## config.mk

```make
export PLATFORM = sky130hd
export DESIGN_NAME = gs_matrix_io
export DESIGN_NICKNAME = d
export VERILOG_FILES = /design/src/rtl/gs_matrix_io_pkg.sv /design/src/rtl/gs_io_fifo.sv /design/src/rtl/gs_matrix_io.sv
export SDC_FILE = /design/constraint.sdc
export NUM_CORES = 1
export LEC_CHECK = 0
export ABC_AREA = 1
export BUFFER_PORTS_ARGS = -buffer_cell sky130_fd_sc_hd__buf_2
export CORE_MARGIN = 2
export CORE_UTILIZATION = 43
export DETAILED_ROUTE_END_ITERATION = 10
export SYNTH_ARGS = -nofsm -noshare
export SYNTH_HDL_FRONTEND = slang
export SYNTH_HIERARCHICAL = 1
export SYNTH_SLANG_ARGS = --single-unit
```

## constraint.sdc

```tcl
create_clock -name clk -period 2.2 [get_ports clk]
set_input_delay 0.22 -clock clk [delete_from_list [all_inputs] [get_ports clk]]
set_output_delay 0.22 -clock clk [all_outputs]
set_load 0.005 [all_outputs]
```

## src/rtl/gs_matrix_io_pkg.sv

```systemverilog
// Shared definitions for the Gaussian-elimination row memory loader/unloader.
package gs_matrix_io_pkg;

  localparam int unsigned K_DEFAULT          = 4;
  localparam int unsigned L_DEFAULT          = 4;
  localparam int unsigned READ_DELAY_DEFAULT = 2;

  typedef enum logic [2:0] {
    IDLE   = 3'd0,
    LOAD   = 3'd1,
    KICK   = 3'd2,
    WAIT   = 3'd3,
    UNLOAD = 3'd4
  } gs_state_e;

endpackage

```

## src/rtl/gs_io_fifo.sv

```systemverilog
// First-word-fall-through FIFO catching memory read data during unload.
module gs_io_fifo
  import gs_matrix_io_pkg::*;
#(
  parameter int unsigned DEPTH = 3,
  parameter int unsigned WIDTH = 4
) (
  input  logic             clk,
  input  logic             rst,
  input  logic             push,
  input  logic [WIDTH-1:0] din,
  input  logic             pop,
  output logic [WIDTH-1:0] dout,
  output logic             full,
  output logic             empty
);

  localparam int unsigned PW   = (DEPTH > 1) ? $clog2(DEPTH) : 1;
  localparam int unsigned CNTW = $clog2(DEPTH + 1);

  logic [WIDTH-1:0] store [DEPTH];
  logic [PW-1:0]    wr_ptr;
  logic [PW-1:0]    rd_ptr;
  logic [CNTW-1:0]  count;
  logic             do_pop;

  function automatic logic [PW-1:0] bump(input logic [PW-1:0] p);
    return (p == PW'(DEPTH - 1)) ? '0 : p + PW'(1);
  endfunction

  assign do_pop = pop & ~empty;
  assign empty  = (count == '0);
  assign full   = (count == CNTW'(DEPTH));
  assign dout   = store[rd_ptr];

  always_ff @(posedge clk) begin
    if (rst) begin
      wr_ptr <= '0;
      rd_ptr <= '0;
      count  <= '0;
      for (int i = 0; i < int'(DEPTH); i++) store[i] <= '0;
    end else begin
      if (push) begin
        store[wr_ptr] <= din;
        wr_ptr        <= bump(wr_ptr);
      end
      if (do_pop) rd_ptr <= bump(rd_ptr);
      count <= count + CNTW'(push) - CNTW'(do_pop);
    end
  end

endmodule

```

## src/rtl/gs_matrix_io.sv

```systemverilog
// Loads k rows into the elimination memory, kicks the elimination engine,
// then streams the rows back out with credit-limited reads.
module gs_matrix_io
  import gs_matrix_io_pkg::*;
#(
  parameter int unsigned k          = K_DEFAULT,
  parameter int unsigned l          = L_DEFAULT,
  parameter int unsigned READ_DELAY = READ_DELAY_DEFAULT
) (
  input  logic                                 clk,
  input  logic                                 rst,
  input  logic                                 in_valid,
  output logic                                 in_ready,
  input  logic [l-1:0]                         in_row,
  output logic                                 out_valid,
  input  logic                                 out_ready,
  output logic [l-1:0]                         out_row,
  output logic                                 ge_start,
  input  logic                                 ge_done,
  output logic                                 mem_sel,
  output logic [((k > 1) ? $clog2(k) : 1)-1:0] mem_addr,
  output logic                                 mem_rw,
  output logic [l-1:0]                         mem_dout,
  input  logic [l-1:0]                         mem_din,
  output logic                                 busy
);

  localparam int unsigned AW      = (k > 1) ? $clog2(k) : 1;
  localparam int unsigned CW      = $clog2(k + 1);
  localparam int unsigned CREDITS = READ_DELAY + 1;
  localparam int unsigned CRW     = $clog2(CREDITS + 1);

  gs_state_e             state;
  logic [CW-1:0]         wcnt;
  logic [CW-1:0]         rcnt;
  logic [CW-1:0]         ocnt;
  logic [CRW-1:0]        credits;
  logic                  rd_issue_q;
  logic [READ_DELAY-1:0] rd_tag;
  logic                  fifo_push;
  logic                  fifo_full;
  logic                  fifo_empty;
  logic                  pop_c;
  logic                  issue_c;

  assign out_valid = ~fifo_empty;
  assign pop_c     = out_valid & out_ready;
  assign fifo_push = rd_tag[READ_DELAY-1];

  // The first read is issued on the same edge that leaves WAIT.
  assign issue_c = ((state == UNLOAD) || ((state == WAIT) && ge_done)) &&
                   (credits != '0) && (rcnt != CW'(k));

  always_ff @(posedge clk) begin
    if (rst) begin
      state      <= IDLE;
      in_ready   <= 1'b0;
      ge_start   <= 1'b0;
      mem_sel    <= 1'b1;
      mem_addr   <= '0;
      mem_rw     <= 1'b0;
      mem_dout   <= '0;
      busy       <= 1'b0;
      wcnt       <= '0;
      rcnt       <= '0;
      ocnt       <= '0;
      credits    <= CRW'(CREDITS);
      rd_issue_q <= 1'b0;
      rd_tag     <= '0;
    end else begin
      ge_start   <= 1'b0;
      rd_issue_q <= issue_c;
      credits    <= credits - CRW'(issue_c) + CRW'(pop_c);

      // rd_tag[i] marks that mem_din carries a requested row i+1 cycles after the address.
      rd_tag[0] <= rd_issue_q;
      for (int i = 1; i < int'(READ_DELAY); i++) rd_tag[i] <= rd_tag[i-1];

      if (issue_c) begin
        mem_addr <= rcnt[AW-1:0];
        rcnt     <= rcnt + CW'(1);
      end
      if (pop_c) ocnt <= ocnt + CW'(1);

      case (state)
        IDLE: begin
          if (in_valid) begin
            state    <= LOAD;
            in_ready <= 1'b1;
            busy     <= 1'b1;
          end
        end
        LOAD: begin
          mem_rw <= 1'b0;
          if (in_valid && in_ready) begin
            mem_addr <= wcnt[AW-1:0];
            mem_rw   <= 1'b1;
            mem_dout <= in_row;
            wcnt     <= wcnt + CW'(1);
            if (wcnt == CW'(k - 1)) begin
              state    <= KICK;
              in_ready <= 1'b0;
            end
          end
        end
        KICK: begin
          ge_start <= 1'b1;
          mem_sel  <= 1'b0;
          mem_rw   <= 1'b0;
          mem_addr <= '0;
          state    <= WAIT;
        end
        WAIT: begin
          if (ge_done) begin
            state   <= UNLOAD;
            mem_sel <= 1'b1;
          end
        end
        UNLOAD: begin
          if (pop_c && (ocnt == CW'(k - 1))) begin
            state   <= IDLE;
            busy    <= 1'b0;
            wcnt    <= '0;
            rcnt    <= '0;
            ocnt    <= '0;
            credits <= CRW'(CREDITS);
          end
        end
        default: state <= IDLE;
      endcase
    end
  end

  gs_io_fifo #(
    .DEPTH(READ_DELAY + 1),
    .WIDTH(l)
  ) u_fifo (
    .clk  (clk),
    .rst  (rst),
    .push (fifo_push),
    .din  (mem_din),
    .pop  (pop_c),
    .dout (out_row),
    .full (fifo_full),
    .empty(fifo_empty)
  );

  // Credits bound outstanding reads plus buffered rows to the FIFO depth.
  fifo_no_overflow: assert property (@(posedge clk) disable iff (rst) !(fifo_push && fifo_full));

endmodule

```

; Word level (Yosys, flattened, before mapping)
; Memory sizes are Yosys's and may differ from the RTL's. A register that Yosys moved wholly into a read port is not among the register bits.
; Cells that the tools add are included.
[op_classes]
add_sub_neg = 9
n_eq_ne = 14
muxes = 42
n_bitwise = 3
reduce_logical = 21
[ops]
columns = cell, n
row1 = 3-bit 2-to-1 mux, 12
row2 = 2-bit 2-to-1 mux, 9
row3 = 3-bit one-hot mux with 5 select lines, 1
row4 = 1-bit 2-to-1 mux, 13
row5 = "3-bit by 2-bit equality test with 1-bit output, second input constant", 4
row6 = 2-bit nonzero test, 6
row7 = "3-bit by 1-bit adder with 3-bit output, second input constant", 3
row8 = "2-bit inequality test, second input constant", 4
row9 = 1-bit one-hot mux with 2 select lines, 4
row10 = 3-bit one-hot mux with 2 select lines, 1
row11 = 3-bit AND reduction, 2
row12 = 1-bit logical AND, 5
row13 = 5-bit AND reduction, 1
row14 = 2-bit by 1-bit adder with 2-bit output, 2
row15 = "2-bit by 1-bit adder with 2-bit output, second input constant", 2
row16 = "2-bit equality test, second input constant", 2
row17 = 4-bit 2-to-1 mux, 1
row18 = 2-bit one-hot mux with 2 select lines, 1
row19 = 2-bit AND reduction, 2
row20 = 4-bit AND reduction, 1
row21 = 4-bit OR reduction, 1
row22 = 2-bit by 1-bit subtractor with 2-bit output, 2
row23 = "3-bit by 1-bit equality test with 1-bit output, second input constant", 1
row24 = "3-bit equality test, second input constant", 1
row25 = 7 further kinds, 8
[totals]
ff_bits = 34
mem_bits_rw = 12
input_bits = 13
out_inout_bits = 16
word_cells = 107
n_memories = 1
[mem_list]
columns = memory, depth, word_bits, rd, rd_ports_with_merged_regs, wr, line
row1 = u_fifo.store, 3, 4, 1, 1, 3, gs_io_fifo.sv:21  ; logic [WIDTH-1:0] store [DEPTH];

; Depth between registers and ports, before layout
; Gate-level depths: netlist of run 1.
[depth]
word_depth = 9
depth_mapped = 13

; Modules after synthesis
; Netlist of run 1, hierarchy kept.
[modules_own_cells]
columns = mod, instances, cells_each, area_per_inst_um2, seq_area_each_um2
row1 = gs_matrix_io, 1, 168, 1251.2, 560.5
row2 = gs_io_fifo, 1, 115, 1099.8, 640.6

; Worst setup path before layout of run 1
; No wires, ideal clock.
[synth_timing]
path_type = register to register
start = register rcnt[0]
end = register credits[0]
setup_ns = 0.120
arrival_ns = 1.713
path_slack_ns = 0.367
path_stages_with_launch = 10
n_path_buf = 0
period_less_slack_ns = 1.833
cell_sequence = dfxtp_1 inv_1 ha_1 a21oi_1 nand2_2 inv_2 ha_1 inv_1 ha_1 or2_1
[synth_via]
elab_chain_cells = 6
[synth_lines]
columns = item, line
row1 = from (decl), gs_matrix_io.sv:35  ; logic [CW-1:0] rcnt;
row2 = from (signal assigned), gs_matrix_io.sv:81  ; rcnt <= rcnt + CW'(1);
row3 = 3-bit inequality test *, gs_matrix_io.sv:52  ; (credits != '0) && (rcnt != CW'(k));
row4 = 1-bit logical AND *, gs_matrix_io.sv:52
row5 = via issue_c, gs_matrix_io.sv:44  ; logic issue_c;
row6 = 2-bit by 1-bit subtractor with 2-bit output *, gs_matrix_io.sv:73  ; credits <= credits - CRW'(issue_c) + CRW'(pop_c);
row7 = 2-bit by 1-bit adder with 2-bit output *, gs_matrix_io.sv:73
row8 = 2-bit 2-to-1 mux, gs_matrix_io.sv:120  ; if (pop_c && (ocnt == CW'(k - 1))) begin
row9 = 2-bit 2-to-1 mux *, gs_matrix_io.sv:85  ; case (state)
row10 = to (signal assigned), gs_matrix_io.sv:67  ; credits <= CRW'(CREDITS);
row11 = to (signal assigned), gs_matrix_io.sv:73
row12 = to (signal assigned), gs_matrix_io.sv:126  ; credits <= CRW'(CREDITS);
row13 = to (decl), gs_matrix_io.sv:37  ; logic [CRW-1:0] credits;
; Mark *: on every way through the listed nets, which the timed path passes. The rest lies on a longest branch.
; A chain may end at the register's enable or synchronous reset.

; Worst setup path after layout of run 1
; Ends and elaborated chain as after synthesis.

==> impl_metrics.csv, run 1 <==
group,metric,value,unit
global_route,grt_pass1_vias,1778,
clocking,clk_pin_slew,90,ps
hold_path,hold_path_class,"input port to register",
drt,wl,4120,um
worst_setup_path,r2r_cells,9,
drt,postRouteAntennaNets,0,
logic_synthesis,postSynthCellCount,281,
hold_path,hold_path_startpoint,"mem_din[2]",
timing,min_period_over_period,89.5,%
timing,fmax,508,MHz
finish,final_core_utilization,51.0,%
finish,final_common_cell,"nor2_1",
die,die_area,0.00606,mm^2
global_route,gr-usage-all-layers,15.3,%
finish,fill_cells,505,
pwr,p_leak,1.18,nW
worst_setup_path,cp_max_fo,6,
pwr,p_int,1.48,mW
pwr,pwr-share-clk,26.3,%
finish,layout-drive-gt1-share,19.1,%
worst_setup_path,cp_data_arrival_time,2170,ps
clocking,clock_path_buffers,2,
worst_setup_path,cpMostUsedCell,"ha_1",
clocking,clkSinkCount,52,
worst_setup_path,startpoint,"rcnt[0]",
global_route,grt_max_degree,19,
timing,max_slew.worst_pin.slew,535,ps
logic_synthesis,syn_area,0.00234,mm^2
finish,stdcell_count,384,
die,io_pins,29,
drt,drc,0,
pwr,pwr_density_cell,785,mW/mm^2
timing,hold_viol,0,
clocking,cts_resized,0,
pwr,pwr-share-comb,19.3,%
drt,vias_per_cell,4.67,
pwr,ir_drop,0.334,mV
logic_synthesis,yosys_warnings,6,
timing,rsz0062_at_grt,"no",
clocking,insertion_delay,300,ps
drt,drtIter0Drc,54,
global_route,grt_antenna_before_repair,0,
timing,setup_viol,0,
clocking,cts_tree,"built",
worst_setup_path,worstReg2RegStart,"rcnt[0]",
clocking,cts.root.buffer_cell,"clkbuf_8",
pwr,p_total,2.07,mW
logic_synthesis,synth_nets,303,
placement,hpwlAfterDp,3130,um
timing,final.min_clock_period,1970,ps
finish,final_cell_mix,"nor2_1, nand2_1, inv_1, dfxtp_1, buf_2",
die,die_x,77.8,um
drt,firstDrtPassIters,4,
worst_setup_path,crit_type,"register to register",
timing,slew_viol_final,0,
finish,fin_area,0.00264,mm^2
die,core-area,0.00517,mm^2
placement,dp_cells,376,
placement,numPortBuffers,28,
timing,tns,0,ps
global_route,grt-ovfl-total,0,
drt,routedWlPerCell,10.7,um
flow_run,max_cap_viol_count,0,
die,die-height,77.8,um
worst_setup_path,slowest_delay,400,ps
worst_setup_path,critPathCaptureType,"register",
worst_setup_path,crit_path_start_kind,"register",
timing,slew_headroom,64.3,%
worst_setup_path,cp_data_required_time,2400,ps
pwr,switchingPower,0.589,mW
drt,dr_total_vias,1794,
clocking,post_cts_buffers,0,
finish,n_antenna_cell,0,
die,rows,26,
hold_path,min_path_cells,1,
clocking,h-tree-depth,2,
placement,place_congestion,0.783,
die,initial_core_util,45.3,%
finish,nets,335,
pwr,swShare,28.5,%
outcome,outcome,"complete, no violations",
placement,dpl_cell_area,0.00255,mm^2
timing,skew,6.44,ps
finish,area_growth,12.5,%
clocking,holdBufCountCts,0,
worst_setup_path,cp_cell_sequence,"inv_1 -> ha_1 -> a21oi_1 -> nand2_2 -> inv_2 -> ha_1 -> inv_1 -> ha_1 -> or2_1",
worst_setup_path,crit_path_top_delay_cell,"dfxtp_1",
global_route,grt_pass1_wl,7470,um
logic_synthesis,syn_area_per_cell,8.34,um^2
clocking,cts_inserted_buffers,5,
pwr,p_seq_share,54.4,%
## per-layer routing
layer  GRT usage (%)  vias to the layer above  wire length [um]
li1                -                      961                 -
met2            27.5                       23              2000
met3            3.84                        7               149
met1            17.2                      803              1890
met5               0                        -                 0
met4            5.89                        0                74
## flip-flops by register name, indices dropped and copies added, names as in the netlist, 3 cells and up, named ones only
name          flops
mem_dout          4
ocnt              3
rcnt              3
state             3
u_fifo/store     16
wcnt              3
## cell type report
| class | instances | area (um^2) | area share, % |
|---|---|---|---|
| Tap cell | 70 | 87.6 | 3.32 |
| Sequential cell | 52 | 1200 | 45.5 |
| Multi-Input combinational cell | 178 | 931 | 35.3 |
| Inverter | 46 | 173 | 6.55 |
| Timing Repair Buffer | 30 | 155 | 5.88 |
| Clock buffer | 8 | 90.1 | 3.42 |
## power by group through the flow
| stage | Sequential (mW) | Combinational [mW] | Clock [mW] |
|---|---|---|---|
| final | 1.13 | 0.400 | 0.544 |
| after global routing | 1.14 | 0.477 | 0.596 |
| after global placement | 1.15 | 0.401 | 0 |
| after detailed placement | 1.15 | 0.406 | 0 |
| after floorplan | 1.14 | 0.287 | 0 |
| after CTS | 1.13 | 0.407 | 0.567 |
## final timing paths
check	to	slack, ps
worst max-delay path	credits[0]	230
worst min-delay path	u_fifo/store[3][2]	110
worst max register to register	credits[0]	230
worst min register to register	rd_tag[0]	410
## through the flow
| stage | worst slack, ps | hold slack (ps) |
|---|---|---|
| 3_5_place_dp | 227 | 395 |
| 2_1_floorplan | 367 | 291 |
| 6_report | 232 | 109 |
| 5_1_grt | 76.6 | 94.1 |
| 3_3_place_gp | 305 | 388 |
| 4_1_cts | 221 | 101 |
## worst max-delay path, delay by kind of cell (launching register included)
kind                     cells  cell delay, ps
AND/OR/NAND/NOR              2             350
flip-flops                   1             400
AO/OA/AOI/OAI                1             260
adder cells (fa/ha/maj)      3             630
buffers and inverters        3             230
Power figures use the tool's default switching activity.
==> inputs of run 2 (changes only) <==
- PLACE_DENSITY: unset -> 0.65
==> run 2 against run 1 <==
  * Via count increased by 1.7%
  * Final cell count is the same
  * Global-route usage decreased by 0.23 points
  * Cell area increased by 0.62%
  * Maximum frequency fell by 2.8%
  * Worst setup slack lost 57 ps
  * Register-to-register slack worse by 60 ps
  * Largest power group unchanged
  * Total power grew 4.6%
  * Critical endpoint unchanged
  * Die area is the same
  * Sequential cell count unchanged
==> impl_metrics.csv, run 2 (same netlist as run 1, synthesis figures left out) <==
group,metric,value,unit
drt,drc,0,
worst_setup_path,cp_data_required_time,2390,ps
global_route,grt_pass1_wl,7320,um
die,die-height,77.8,um
worst_setup_path,cp_data_arrival_time,2220,ps
finish,stdcell_count,384,
finish,regMostFlops,"u_fifo/store",
timing,slew_headroom,63.0,%
global_route,grt_pass1_vias,1726,
hold_path,hold_path_startpoint,"mem_din[1]",
drt,firstDrtPassIters,4,
placement,numPortBuffers,28,
finish,fill_cells,506,
placement,dp_cells,376,
outcome,outcome,"complete, no violations",
die,die_area,0.00606,mm^2
finish,n_antenna_cell,0,
clocking,cts_tree,"built",
timing,min_period_over_period,92.1,%
finish,largest_reg_flops,16,
drt,drtIter0Drc,84,
global_route,grt-ovfl-total,0,
clocking,cts.root.buffer_cell,"clkbuf_8",
finish,final_cell_mix,"nor2_1, nand2_1, inv_1, dfxtp_1, buf_2",
die,io_pins,29,
drt,postRouteAntennaNets,0,
worst_setup_path,cp_max_fo,6,
timing,max_slew.worst_pin.slew,554,ps
die,initial_core_util,45.3,%
drt,wl,4150,um
global_route,grt_antenna_before_repair,0,
clocking,cts_resized,0,
timing,setup_viol,0,
timing,hold_viol,0,
placement,place_congestion,0.793,
die,die_x,77.8,um
worst_setup_path,crit_path_start_kind,"register",
timing,slew_viol_final,0,
pwr,pwr_density_cell,816,mW/mm^2
clocking,clock_path_buffers,2,
clocking,clk_pin_slew,90,ps
timing,tns,0,ps
global_route,grt_max_degree,19,
timing,fmax,494,MHz
global_route,gr-usage-all-layers,15.1,%
clocking,clkSinkCount,52,
timing,rsz0062_at_grt,"no",
worst_setup_path,startpoint,"rcnt[0]",
finish,final_core_utilization,51.3,%
drt,dr_total_vias,1824,
hold_path,hold_path_class,"input port to register",
finish,final_common_cell,"nor2_1",
finish,top_regs,"u_fifo/store (16), mem_dout (4)",
die,core-area,0.00517,mm^2
worst_setup_path,worstReg2RegStart,"rcnt[0]",
finish,nets,335,
timing,skew,6.52,ps
flow_run,max_cap_viol_count,0,
placement,hpwlAfterDp,3100,um
die,rows,26,
timing,final.min_clock_period,2030,ps
clocking,holdBufCountCts,0,
finish,area_growth,13.2,%
worst_setup_path,r2r_slack,170,ps
worst_setup_path,crit_type,"register to register",
finish,layout-drive-gt1-share,19.1,%
clocking,cts_inserted_buffers,5,
drt,routedWlPerCell,10.8,um
clocking,insertion_delay,300,ps
clocking,post_cts_buffers,0,
drt,vias_per_cell,4.75,
clocking,h-tree-depth,2,
pwr,p_leak,1.19,nW
worst_setup_path,critPathCaptureType,"register",
pwr,ir_drop,0.412,mV
-- run 2: cell types whose count changed in the layout (fill, tap and decap cells not counted) --
cell | before | now
clkbuf_8 | 6 | 5
clkbuf_1 | 2 | 0
bufinv_16 | 0 | 1
clkinv_1 | 0 | 2
-- run 2: worst paths after layout --
check                       endpoint  cells after the start
setup / recovery          credits[0]                      9
hold / removal    u_fifo/store[3][1]                      1
setup reg to reg          credits[0]                      9
hold reg to reg            rd_tag[0]                      2
-- run 2: cell type report --
class / instances / area, um^2 / share of cell area [%]
flip-flops and latches: 52 / 1200 / 45.3
multi-input cells: 178 / 931 / 35.1
inverters: 46 / 173 / 6.51
repair buffers: 30 / 155 / 5.85
well taps: 70 / 87.6 / 3.30
clock buffers: 5 / 68.8 / 2.59
clock inverters: 3 / 37.5 / 1.41
-- run 2: routing by layer --
layer	track usage (%)	share of wire, %	vias to the layer above
met4	4.46	1.1	0
li1	-	-	963
met1	18.2	46	820
met5	0	0	-
met2	26.4	49	34
met3	3.60	4.0	7
-- run 2: report_power, final --
part | internal, mW | switching, mW
Clock | 0.331 | 0.291
Combinational | 0.157 | 0.255
Sequential | 1.07 | 0.0618
-- run 2: through the flow --
step / setup slack [ps] / hold WS (ps) / area, um^2 / total power [mW]
2_1_floorplan: 367 / 291 / 2340 / 1.43
3_3_place_gp: 311 / 389 / 2550 / 1.55
3_5_place_dp: 221 / 396 / 2550 / 1.56
4_1_cts: 204 / 90.5 / 2650 / 2.20
5_1_grt: 60.7 / 87.9 / 2650 / 2.31
6_report: 174 / 103 / 2650 / 2.16
-- run 2: critical path, stage by stage, from the launching register on --
cell,delay (ps)
dfxtp_1,420
inv_1,70
ha_1,200
a21oi_1,270
nand2_2,140
inv_2,110
ha_1,230
inv_1,50
ha_1,210
or2_1,220
==> inputs of run 3 (changes only) <==
- ABC_AREA: 1 -> unset
==> run 3 against run 2 <==
  * Maximum frequency down 0.27%
  * Synthesized cell count down 25%
  * Die area down 0.10%
  * Cell area up 0.71%
  * Synthesized area down 0.11%
  * Sequential share of layout area down 0.27 points
  * Via count down 17%
  * Register-to-register slack about the same
  * Clock skew up 2.4 ps
  * Final cell count down 18%
  * Largest cell class unchanged
==> impl_metrics.csv, run 3 <==
group,metric,value,unit
logic_synthesis,postSynthCellCount,211,
clocking,cts_tree,"built",
drt,drtIter0Drc,122,
die,rows,26,
drt,vias_per_cell,4.82,
pwr,p_total,1.79,mW
clocking,clkSinkCount,52,
timing,final.min_clock_period,2030,ps
finish,layout-drive-gt1-share,24.3,%
timing,skew,8.94,ps
finish,n_antenna_cell,0,
die,die_area,0.00605,mm^2
placement,place_congestion,0.736,
clocking,cts.root.buffer_cell,"clkbuf_8",
global_route,grt_antenna_before_repair,0,
logic_synthesis,synth_nets,233,
finish,top_regs,"u_fifo/store (16), mem_dout (4)",
clocking,insertion_delay,300,ps
timing,rsz0062_at_grt,"no",
global_route,grt_pass1_vias,1540,
pwr,pwr_density_cell,670,mW/mm^2
drt,wl,4000,um
hold_path,whs_endpoint,"u_fifo/store[3][2]",
timing,slew_headroom,57.6,%
pwr,pwr-share-clk,39.9,%
logic_synthesis,syn_area,0.00234,mm^2
worst_setup_path,timing.rr.end,"credits[1]",
hold_path,hold_path_class,"input port to register",
worst_setup_path,cp_data_arrival_time,2220,ps
timing,slew_viol_final,0,
pwr,ir_drop,0.324,mV
placement,numPortBuffers,28,
worst_setup_path,crit_type,"register to register",
drt,dr_total_vias,1508,
die,initial_core_util,45.3,%
global_route,gr-usage-all-layers,14.5,%
finish,area_growth,14.2,%
worst_setup_path,worstReg2RegStart,"rcnt[1]",
die,die_x,77.8,um
drt,firstDrtPassIters,4,
timing,fmax,492,MHz
global_route,grt_pass1_wl,7000,um
pwr,p_leak,1.02,nW
worst_setup_path,crit_path_start_kind,"register",
worst_setup_path,cp_data_required_time,2390,ps
logic_synthesis,yosys_warnings,6,
hold_path,min_path_cells,1,
finish,nets,264,
die,die-height,77.8,um
pwr,switchingPower,0.352,mW
worst_setup_path,cp_max_fo,5,
worst_setup_path,critPathCaptureType,"register",
timing,hold_viol,0,
drt,routedWlPerCell,12.8,um
placement,place_ws,129,ps
worst_setup_path,r2r_cells,11,
finish,final_cell_mix,"dfxtp_1, buf_2, nor2_1, edfxtp_1, and2_1",
pwr,p_int,1.44,mW
clocking,cts_inserted_buffers,5,
timing,tns,0,ps
clocking,clock_path_buffers,2,
clocking,h-tree-depth,2,
clocking,clk_pin_slew,90,ps
die,core-area,0.00517,mm^2
pwr,pwr-share-comb,3.9,%
worst_setup_path,r2r_slack,170,ps
drt,drc,0,
finish,largest_reg_flops,16,
hold_path,hold_path_startpoint,"mem_din[2]",
timing,max_slew.worst_pin.slew,636,ps
logic_synthesis,syn_area_per_cell,11.1,um^2
timing,setup_ws,169,ps
global_route,grt-ovfl-total,0,
timing,setup_viol,0,
placement,hpwlAfterDp,2900,um
clocking,post_cts_buffers,0,
finish,final_common_cell,"dfxtp_1",
drt,postRouteAntennaNets,0,
die,io_pins,29,
pwr,swShare,19.7,%
outcome,outcome,"complete, no violations",
global_route,grt_max_degree,38,
timing,min_period_over_period,92.3,%
finish,regMostFlops,"u_fifo/store",
flow_run,max_cap_viol_count,0,
pwr,p_seq_share,56.2,%
## run 3: changes by cell type in the layout (fill, tap and decap cells not counted), moves of 7 or more
cell,previous run,this run
nand2_1,45,13
o21ai_0,13,2
nor2_1,53,22
nand3_1,13,1
and2_1,0,14
inv_1,36,9
nand2b_1,0,7
inv_2,10,0
## run 3: what timing repair did
| item | CTS | global route |
|---|---|---|
| endpoints found under the hold margin | 0 | 0 |
| gates resized for setup | 0 | 1 |
| setup endpoints to repair | 0 | 1 |
| hold buffers | 0 | 0 |
## run 3: how the worst max path moves through the flow
stage	startpoint	end	slack (ps)
floorplan	u_fifo/count[1]	credits[1]	150
global placement	rcnt[0]	credits[1]	210
detailed placement	rcnt[0]	credits[1]	130
CTS	rcnt[0]	credits[1]	120
global route	rcnt[1]	credits[1]	30
finish	rcnt[1]	credits[1]	170
## run 3: cell type report
| type | count | area [um^2] |
|---|---|---|
| timing repair buffer | 33 | 178 |
| fill | 471 | 2500 |
| tap | 70 | 87.6 |
| clock buffer | 7 | 97.6 |
| multi-input combinational | 140 | 1040 |
| clock inverter | 1 | 30.0 |
| inverter | 10 | 40.0 |
| sequential | 52 | 1200 |
## run 3: per-stage QoR
| stage | instance area, um^2 | util [%] | hold WS (ps) | instances |
|---|---|---|---|---|
| after floorplan | 2340 | - | 319 | 211 |
| after global placement | 2540 | 49.2 | 418 | 305 |
| after detailed placement | 2540 | 49.2 | 429 | 305 |
| after CTS | 2670 | 51.6 | 119 | 313 |
| after global routing | 2670 | 51.7 | 123 | 313 |
| final | 2670 | 51.7 | 120 | 313 |
## run 3: per-layer routing
metal  GRT usage, %  share of wire [%]
met1           18.2                 49
met2           24.1                 46
met3           3.84                3.7
met4           4.82                1.5
met5              0                  0
## run 3: critical path: stages (launching register included)
cell       delay [ps]
dfxtp_1           390
inv_1              60
ha_1              180
a2bb2oi_2         190
o21ai_4            90
inv_4              80
ha_1              220
inv_1              60
ha_1              140
xnor2_1           130
xnor2_1            70
or3_1             290
## run 3: power groups by stage
stage	registers, mW	logic [mW]	clock network (mW)
after floorplan	1.03	0.0414	0
after global placement	1.03	0.0700	0
after detailed placement	1.03	0.0710	0
after CTS	1.01	0.0709	0.735
after global routing	1.01	0.0782	0.776
final	1.01	0.0695	0.715
